**src/rtl/serial_arith_pkg.sv**
```systemverilog
// Shared types for the bit-serial two's-complement unit: operation modes,
// the carry/borrow tracking states and the MSB signed-overflow rule.
package serial_arith_pkg;

  typedef enum logic [1:0] {
    MODE_PASS = 2'b00,
    MODE_NEG  = 2'b01,
    MODE_INC  = 2'b10,
    MODE_DEC  = 2'b11
  } mode_e;

  typedef enum logic {
    ST_PEND = 1'b0,
    ST_TAIL = 1'b1
  } state_e;

  // Signed overflow seen at the word MSB, from the input and result sign bits.
  function automatic logic msb_ovf(mode_e m, logic in_msb, logic out_msb);
    logic r;
    r = 1'b0;
    case (m)
      MODE_NEG: r = in_msb & out_msb;
      MODE_INC: r = ~in_msb & out_msb;
      MODE_DEC: r = in_msb & ~out_msb;
      default:  r = 1'b0;
    endcase
    return r;
  endfunction

endpackage

```
**src/rtl/serial_word_counter.sv**
```systemverilog
// Bit position within the current serial word. Advances only on accepted
// bits and wraps after the MSB; flags the first and last positions.
module serial_word_counter #(
  parameter int WIDTH = 8
) (
  input  logic clk,
  input  logic reset,
  input  logic advance,
  output logic first,
  output logic last
);

  localparam int CW = (WIDTH > 1) ? $clog2(WIDTH) : 1;
  localparam logic [CW-1:0] LAST_POS = CW'(WIDTH - 1);

  logic [CW-1:0] count;

  // Position register: clears on reset, steps on each accepted bit, wraps at the MSB.
  always_ff @(posedge clk) begin
    if (reset) begin
      count <= '0;
    end else if (advance) begin
      if (count == LAST_POS) begin
        count <= '0;
      end else begin
        count <= count + 1'b1;
      end
    end
  end

  // Position decode for the word boundaries.
  always_comb begin
    first = (count == '0);
    last  = (count == LAST_POS);
  end

endmodule

```
**src/rtl/serial_twos_comp_unit.sv**
```systemverilog
// Bit-serial (LSB first) pass / negate / increment / decrement of a WIDTH-bit
// two's-complement word, with one cycle of registered latency and a signed
// overflow flag on the MSB.
//
//   state   | meaning
//   --------+-----------------------------------------------------------
//   ST_PEND | carry, borrow or first-one still pending (start of word)
//   ST_TAIL | pending event resolved; remaining bits follow a fixed rule
module serial_twos_comp_unit
  import serial_arith_pkg::*;
#(
  parameter int WIDTH = 8
) (
  input  logic       clk,
  input  logic       reset,
  input  logic       in_valid,
  input  logic       in_bit,
  input  logic [1:0] mode,
  output logic       out_valid,
  output logic       out_bit,
  output logic       out_last,
  output logic       ovf
);

  state_e state_q;
  state_e state_d;
  mode_e  mode_q;
  mode_e  mode_eff;
  logic   first;
  logic   last;
  logic   obit_d;
  logic   ovf_d;

  serial_word_counter #(
    .WIDTH(WIDTH)
  ) u_counter (
    .clk    (clk),
    .reset  (reset),
    .advance(in_valid),
    .first  (first),
    .last   (last)
  );

  // The mode applied to a bit: live input on the LSB, the latched copy afterwards.
  always_comb begin
    mode_eff = first ? mode_e'(mode) : mode_q;
  end

  // Latch the mode on the LSB so mid-word changes wait for the next word.
  always_ff @(posedge clk) begin
    if (reset) begin
      mode_q <= MODE_PASS;
    end else if (in_valid && first) begin
      mode_q <= mode_e'(mode);
    end
  end

  // State register; only accepted bits move the FSM.
  always_ff @(posedge clk) begin
    if (reset) begin
      state_q <= ST_PEND;
    end else if (in_valid) begin
      state_q <= state_d;
    end
  end

  // Next state: track whether the carry/borrow/first-one has resolved.
  always_comb begin
    state_d = state_q;
    case (mode_eff)
      MODE_PASS: state_d = ST_PEND;
      MODE_NEG:  if (state_q == ST_PEND && in_bit)  state_d = ST_TAIL;
      MODE_INC:  if (state_q == ST_PEND && !in_bit) state_d = ST_TAIL;
      MODE_DEC:  if (state_q == ST_PEND && in_bit)  state_d = ST_TAIL;
      default:   state_d = ST_PEND;
    endcase
    // Every word starts fresh, so the MSB always returns to PEND.
    if (last) begin
      state_d = ST_PEND;
    end
  end

  // Output decode: result bit for the current input and the MSB overflow.
  always_comb begin
    obit_d = in_bit;
    case (mode_eff)
      MODE_PASS: obit_d = in_bit;
      MODE_NEG:  obit_d = (state_q == ST_PEND) ? in_bit : ~in_bit;
      MODE_INC:  obit_d = (state_q == ST_PEND) ? ~in_bit : in_bit;
      MODE_DEC:  obit_d = (state_q == ST_PEND) ? ~in_bit : in_bit;
      default:   obit_d = in_bit;
    endcase
    ovf_d = last & msb_ovf(mode_eff, in_bit, obit_d);
  end

  // Registered outputs; everything but out_valid is forced low on idle cycles.
  always_ff @(posedge clk) begin
    if (reset) begin
      out_valid <= 1'b0;
      out_bit   <= 1'b0;
      out_last  <= 1'b0;
      ovf       <= 1'b0;
    end else begin
      out_valid <= in_valid;
      out_bit   <= in_valid & obit_d;
      out_last  <= in_valid & last;
      ovf       <= in_valid & ovf_d;
    end
  end

endmodule

```
**config.mk**
```make
export PLATFORM = sky130hd
export DESIGN_NAME = serial_twos_comp_unit
export DESIGN_NICKNAME = d
export VERILOG_FILES = /design/src/rtl/serial_arith_pkg.sv /design/src/rtl/serial_word_counter.sv /design/src/rtl/serial_twos_comp_unit.sv
export SDC_FILE = /design/constraint.sdc
export NUM_CORES = 1
export LEC_CHECK = 0
export ABC_AREA = 1
export CAP_MARGIN = 20
export CORE_AREA = 2 2 39 41
export CTS_BUF_LIST = sky130_fd_sc_hd__clkbuf_4
export DETAILED_ROUTE_END_ITERATION = 8
export DIE_AREA = 0 0 41 43
export HOLD_SLACK_MARGIN = 0.15
export PLACE_DENSITY = 0.63
export SLEW_MARGIN = 40
export SYNTH_ARGS = -nofsm -noshare
export SYNTH_HDL_FRONTEND = slang
export SYNTH_HIERARCHICAL = 1
export SYNTH_SLANG_ARGS = --single-unit
```
**constraint.sdc**
```tcl
create_clock -name clk -period 1.4 [get_ports clk]
set_input_delay 0.14 -clock clk [delete_from_list [all_inputs] [get_ports clk]]
set_output_delay 0.14 -clock clk [all_outputs]
set_load 0.01 [all_outputs]
```
==> results.md, run 1 <==
- Commonest non-fill, non-tap cell in the layout: inv_1
- Finish-stage setup viols: 0
- Min-delay src: state_q
- Global-route wire length before repair: 1890 microns
- Final Worst Setup Slack: 0.0199 ns
- R2R Setup Slk: 0.02 ns
- FF-to-FF End: state_q
- Internal power: 542 uW
- Die outline height: 43 microns
- H-tree depth: 1
- Post-route ant nets: 0
- Synth Net Count: 91
- Slowest stage delay, CP: 0.32 ns
- Antenna violations before repair: 0
- Synth cell types: 14
- P_leak: 0.000398 uW
- Ys Warns: 6
- Crit path launch type: flip-flop
- Area Overhead vs Synth: 55.5%
- Core ar.: 0.00138 sq mm
- Worst-Skew Late Latency: 0.27 ns
- Fin Clk Skew: 0.00604 ns
- Area occupied by multi-input gates: 392 sq um
- Sequential share of the synthesized area: 36.7%
- CTS Buffer Depth: 2
- Worst path top cell family by delay: adder cells
- DPL Wire Length: 773 microns
- Required time of the worst setup path: 1.58 ns
- Max Cap Viol: 0
- Crit path DAT: 1.56 ns
- Crit-path cells: buf_4 -> ha_1 -> ha_4 -> nor2_2 -> nand3_2 -> a21oi_2 -> nor2_2
- Hold crit path type: flip-flop to flip-flop
- Slowest CP cell: dfxtp_2
- Final Hold Fails: 0
- Die X: 41 microns
- Boundary Pins: 10
- Gate power share: 35.7%
- TNS Setup: 0 ns
- Most common cell on crit path: nor2_2
- CTS Sinks: 10
- First-pass DRT Iterations: 4
- # DRC: 0
- Net Switching: 285 uW
- Routed vias/inst: 4.80
- Vias: 552
- Largest net degree at the start of global routing: 7
- # diodes: 0
- Slew @ Worst Pin: 0.224 ns
- Gpl congestion: 0.801
- CTS tree: done
- Pre-CTS WS: -0.0778 ns
- Cts hold-fix bufs: 0
- Max Slew Vio Count: 0
- Most frequent cells in the layout: 13 x inv_1, 12 x nand2_1, 9 x clkdlybuf4s50_1, 8 x nor2_1, 8 x dfxtp_1
- Clock transition at the registers of the reported paths: 0.07 ns
- CP Max Fanout: 5
- Syn Inst Count: 80
- Sequential Power Share: 38.9%
- Status: finished, final reports clean
- Worst Reg2Reg Path Length in Cells: 7
- Num CTS Buffers: 3
- Synthesized area per cell: 6.82 sq um
- Peak VDD IR: 491 uV
- GRT Overall Usage: 15.9%
- Die ar.: 0.00176 sq mm
- Crit path capture type: flip-flop
- Slew HR: 85.0%
- Final period util: 98.6%
- Hold Path Depth: 2
- Register area: 203 sq um
- Post-route minimum period: 1.38 ns
- RSZ-0062 raised after global routing: true
- Buffers and inverters on the worst path: 1
- Buffers on Ports: 9
- Worst Hold Endpoint: state_q
- Clock power share: 25.4%
- Grt ovf: 0
- Iteration-0 DRC Markers: 9
- Reg2reg start: u_counter/count[0]
- Levels on crit path: 7
- Critical path type: flip-flop to flip-flop
- Wire length per cell: 11.1 microns
- Final core utilization: 61.3%
- Routed wire length: 1280 microns
- Flops & latches, synth: 10
- Vias in the first global route: 484
- Switching power share of the total: 34.5%
- PD cells: 974 mW/mm^2
- Mapped Area: 546 sq um
- Nets: 111
- Initial core utilization: 39.4%
- Num rows: 14
- Layout cell share with drive strength beyond 1: 36.4%
- FILL cells: 133
- Fmax: 0.725 GHz
- Root Driver: clkbuf_4
how the worst max path moves through the flow:
stage                             startpoint      end
final                     u_counter/count[0]  state_q
after global routing      u_counter/count[0]  state_q
after CTS                 u_counter/count[0]  state_q
after detailed placement              in_bit  state_q
after global placement                in_bit  state_q
after floorplan           u_counter/count[0]  state_q
logic make-up (layout without fill, tap and decap cells):
group | after synthesis | in the layout | share of synthesized area, %
simple gates | 35 | 35 | 27.1
flops | 10 | 10 | 36.7
compound gates | 13 | 13 | 13.1
buf+inv | 17 | 36 | 11.7
fa+ha+maj | 5 | 5 | 11.5
power by group through the flow:
stage	sequential (uW)	combinational, uW	clock [uW]
after floorplan	323	126	0
after CTS	318	223	214
after global routing	323	328	233
final	321	295	210
after detailed placement	322	196	0
after global placement	322	196	0
stage by stage:
stage	cells	area (sq um)	total power [uW]	hold WS [ns]
2_1_floorplan	80	546	449	0.218
3_3_place_gp	109	686	517	0.472
3_5_place_dp	109	686	518	0.469
4_1_cts	115	758	756	0.486
5_1_grt	115	848	884	0.509
6_report	115	848	826	0.485
tightest hold or removal path: cells and delay by family (launching register included):
| family | cells | cell delay [ns] |
|---|---|---|
| compound gates | 1 | 0.04 |
| flops | 1 | 0.35 |
| simple gates | 1 | 0.06 |
registers in the layout, summed over array words and instances, names as in the netlist:
signal	flops
state_q	1
out_last	1
out_valid	1
ovf	1
u_counter/count	3
out_bit	1
mode_q	2
repair_timing:
action	CTS	global route
pin swaps	8	9
gates resized for setup	12	21
setup endpoints to repair	2	3
buffers inserted	2	1
synthesized netlist by cell type:
library cell,count,share of area (%)
a21oi_2,1,1.6
ha_1,5,11
inv_1,16,11
a21oi_1,7,6.4
nand2_1,16,11
nand2_2,4,4.6
nor2_2,1,1.1
o21ai_0,4,3.7
inv_2,1,0.69
nor3_1,1,0.92
nor2_1,11,7.6
dfxtp_1,10,37
nand3_1,2,1.8
a211oi_1,1,1.4
area by class of cell:
| type | count | share of cell area (%) |
|---|---|---|
| Multi-Input combinational cell | 53 | 46.2 |
| Sequential cell | 10 | 23.9 |
| Timing Repair Buffer | 15 | 16.4 |
| Inverter | 17 | 8.11 |
| Clock buffer | 3 | 2.65 |
| Tap cell | 16 | 2.36 |
| Clock inverter | 1 | 0.442 |
routing by layer:
layer  wire, microns  share of wire [%]  global-route usage, %  up-vias
li1                -                  -                      -      284
met1             527                 41                   19.5      245
met2             667                 52                   25.0       18
met3              58                4.5                   4.71        5
met4              25                2.0                   6.00        0
met5               0                  0                      0        -
Note: power is estimated with default switching activity, not from simulation.
==> run 2, diff against run 1 <==
--- a/config.mk
+++ b/config.mk
@@ -13,8 +13,10 @@
 export DIE_AREA = 0 0 41 43
 export HOLD_SLACK_MARGIN = 0.15
 export PLACE_DENSITY = 0.63
+export REMOVE_ABC_BUFFERS = 1
 export SLEW_MARGIN = 40
 export SYNTH_ARGS = -nofsm -noshare
 export SYNTH_HDL_FRONTEND = slang
 export SYNTH_HIERARCHICAL = 1
 export SYNTH_SLANG_ARGS = --single-unit
+export TNS_END_PERCENT = 5
==> run 2 against run 1 <==
Effect of this change:
- clock-buffer cell count unchanged
- sequential share of layout area stayed put
- first-iteration DRC count unchanged
- via count unchanged
- largest power group unchanged
- highest routed layer unchanged
==> results.md, run 2 (synthesized netlist as in run 1, its figures left out) <==
- Fin Clk Skew: 0.00604 ns (unchanged)
- Clock transition at the registers of the reported paths: 0.07 ns (about the same)
- Initial core utilization: 39.4% (unchanged)
- Status: finished, final reports clean
- WL met1: 527 microns (unchanged)
- Final Hold Fails: 0 (unchanged)
- Crit path capture type: flip-flop
- Crit path launch type: flip-flop
- P_leak: 0.000398 uW (unchanged)
- Die outline height: 43 microns (unchanged)
- First-pass DRT Iterations: 4 (unchanged)
- Root Driver: clkbuf_4
- Area Overhead vs Synth: 55.5% (unchanged)
- CTS Sinks: 10 (unchanged)
- Cts hold-fix bufs: 0 (unchanged)
- FILL cells: 133 (unchanged)
- Nets: 111 (unchanged)
- Boundary Pins: 10 (unchanged)
- Worst-Skew Late Latency: 0.27 ns (about the same)
- Met3 wire length: 58 microns (unchanged)
- # DRC: 0 (unchanged)
- DP Area: 686 sq um (unchanged)
- Largest Register: u_counter/count
- Largest regs: u_counter/count x3, mode_q x2
- Num CTS Buffers: 3 (unchanged)
- Global-route wire length before repair: 1890 microns (unchanged)
- Iteration-0 DRC Markers: 9 (unchanged)
- GRT Overall Usage: 15.9% (unchanged)
- Num rows: 14 (unchanged)
- Required time of the worst setup path: 1.58 ns (about the same)
- Met2 WL: 667 microns (unchanged)
- Antenna violations before repair: 0 (unchanged)
- Finish-stage setup viols: 0 (unchanged)
- Peak VDD IR: 491 uV (unchanged)
- Max Cap Viol: 0 (unchanged)
- Area occupied by multi-input gates: 392 sq um (unchanged)
- H-tree depth: 1 (unchanged)
- Grt ovf: 0 (unchanged)
- Buffers on Ports: 9 (unchanged)
- Max Slew Vio Count: 0 (unchanged)
- Vias: 552 (unchanged)
- Final period util: 98.6% (unchanged)
- CP Max Fanout: 5 (unchanged)
- CTS tree: done
- Routed wire length: 1280 microns (unchanged)
- Layout cell share with drive strength beyond 1: 36.4% (unchanged)
- Post-route ant nets: 0 (unchanged)
- Most frequent cells in the layout: 13 x inv_1, 12 x nand2_1, 9 x clkdlybuf4s50_1, 8 x nor2_1, 8 x dfxtp_1
- Routed vias/inst: 4.80 (unchanged)
- Vias in the first global route: 484 (unchanged)
- Fmax: 0.725 GHz (unchanged)
- Core ar.: 0.00138 sq mm (unchanged)
- PD cells: 974 mW/mm^2 (unchanged)
- Final instance area: 848 sq um (unchanged)
- Wire length per cell: 11.1 microns (unchanged)
- Die ar.: 0.00176 sq mm (unchanged)
- Slew @ Worst Pin: 0.224 ns (unchanged)
- Max Used Layer: met4
- Commonest non-fill, non-tap cell in the layout: inv_1
- Worst Reg2Reg Path Length in Cells: 7 (unchanged)
- Post-route minimum period: 1.38 ns (unchanged)
- Die X: 41 microns (unchanged)
- Slew HR: 85.0% (unchanged)
- Max reg flops: 3 (unchanged)
- RSZ-0062 raised after global routing: true
- Critical path type: flip-flop to flip-flop
- CTS Buffer Depth: 2 (unchanged)
- Hold Path Depth: 2 (unchanged)
- Register area: 203 sq um (unchanged)
- DPL Wire Length: 773 microns (unchanged)
- TNS Setup: 0 ns (unchanged)
- Gpl congestion: 0.801 (unchanged)
- # diodes: 0 (unchanged)
- Hold crit path type: flip-flop to flip-flop
- Largest net degree at the start of global routing: 7 (unchanged)
- Crit path DAT: 1.56 ns (about the same)
==> run 2: metal layers <==
layer / track usage (%) / vias to the layer above
met5: 0 / -
met4: 6.00 / 0
met3: 4.71 / 5
met2: 25.0 / 18
met1: 19.5 / 245
li1: - / 284
==> run 2: timing repair <==
| item | in CTS | in global routing |
|---|---|---|
| gates resized for setup | 12 | 21 |
| endpoints found under the setup margin | 2 | 3 |
| buffers inserted | 2 | 1 |
| pin swaps | 8 | 9 |
==> run 2: final cells by class <==
class | count | share of cell area, %
clock inverters | 1 | 0.442
repair buffers | 15 | 16.4
flip-flops and latches | 10 | 23.9
inverters | 17 | 8.11
clock buffers | 3 | 2.65
well taps | 16 | 2.36
multi-input cells | 53 | 46.2
==> run 2: metrics by stage <==
stage	worst slack (ns)	total power, uW	utilization (%)	instances	hold WS [ns]
after CTS	-0.00153	756	54.8	115	0.486
after floorplan	0.00829	449	-	80	0.218
after detailed placement	-0.0778	518	49.5	109	0.469
after global placement	-0.0679	517	49.5	109	0.472
after global routing	-0.0658	884	61.3	115	0.509
final	0.0199	826	61.3	115	0.485
==> run 2: final timing paths <==
kind,start,end,slack [ns]
setup / recovery,u_counter/count[0],state_q,0.02
hold / removal,state_q,state_q,0.48
setup reg to reg,u_counter/count[0],state_q,0.02
hold reg to reg,state_q,state_q,0.48
==> run 2: critical path, cell delays in order, from the launching register on <==
cell,delay [ns]
dfxtp_2,0.32
buf_4,0.13
ha_1,0.22
ha_4,0.19
nor2_2,0.13
nand3_2,0.11
a21oi_2,0.14
nor2_2,0.04
==> run 2: power breakdown <==
part           leakage [uW]  switching (uW)  internal [uW]  total (uW)
sequential        0.0000829            14.6            307         321
clock             0.0000154             107            103         210
combinational      0.000299             164            132         295
total              0.000398             285            542         826
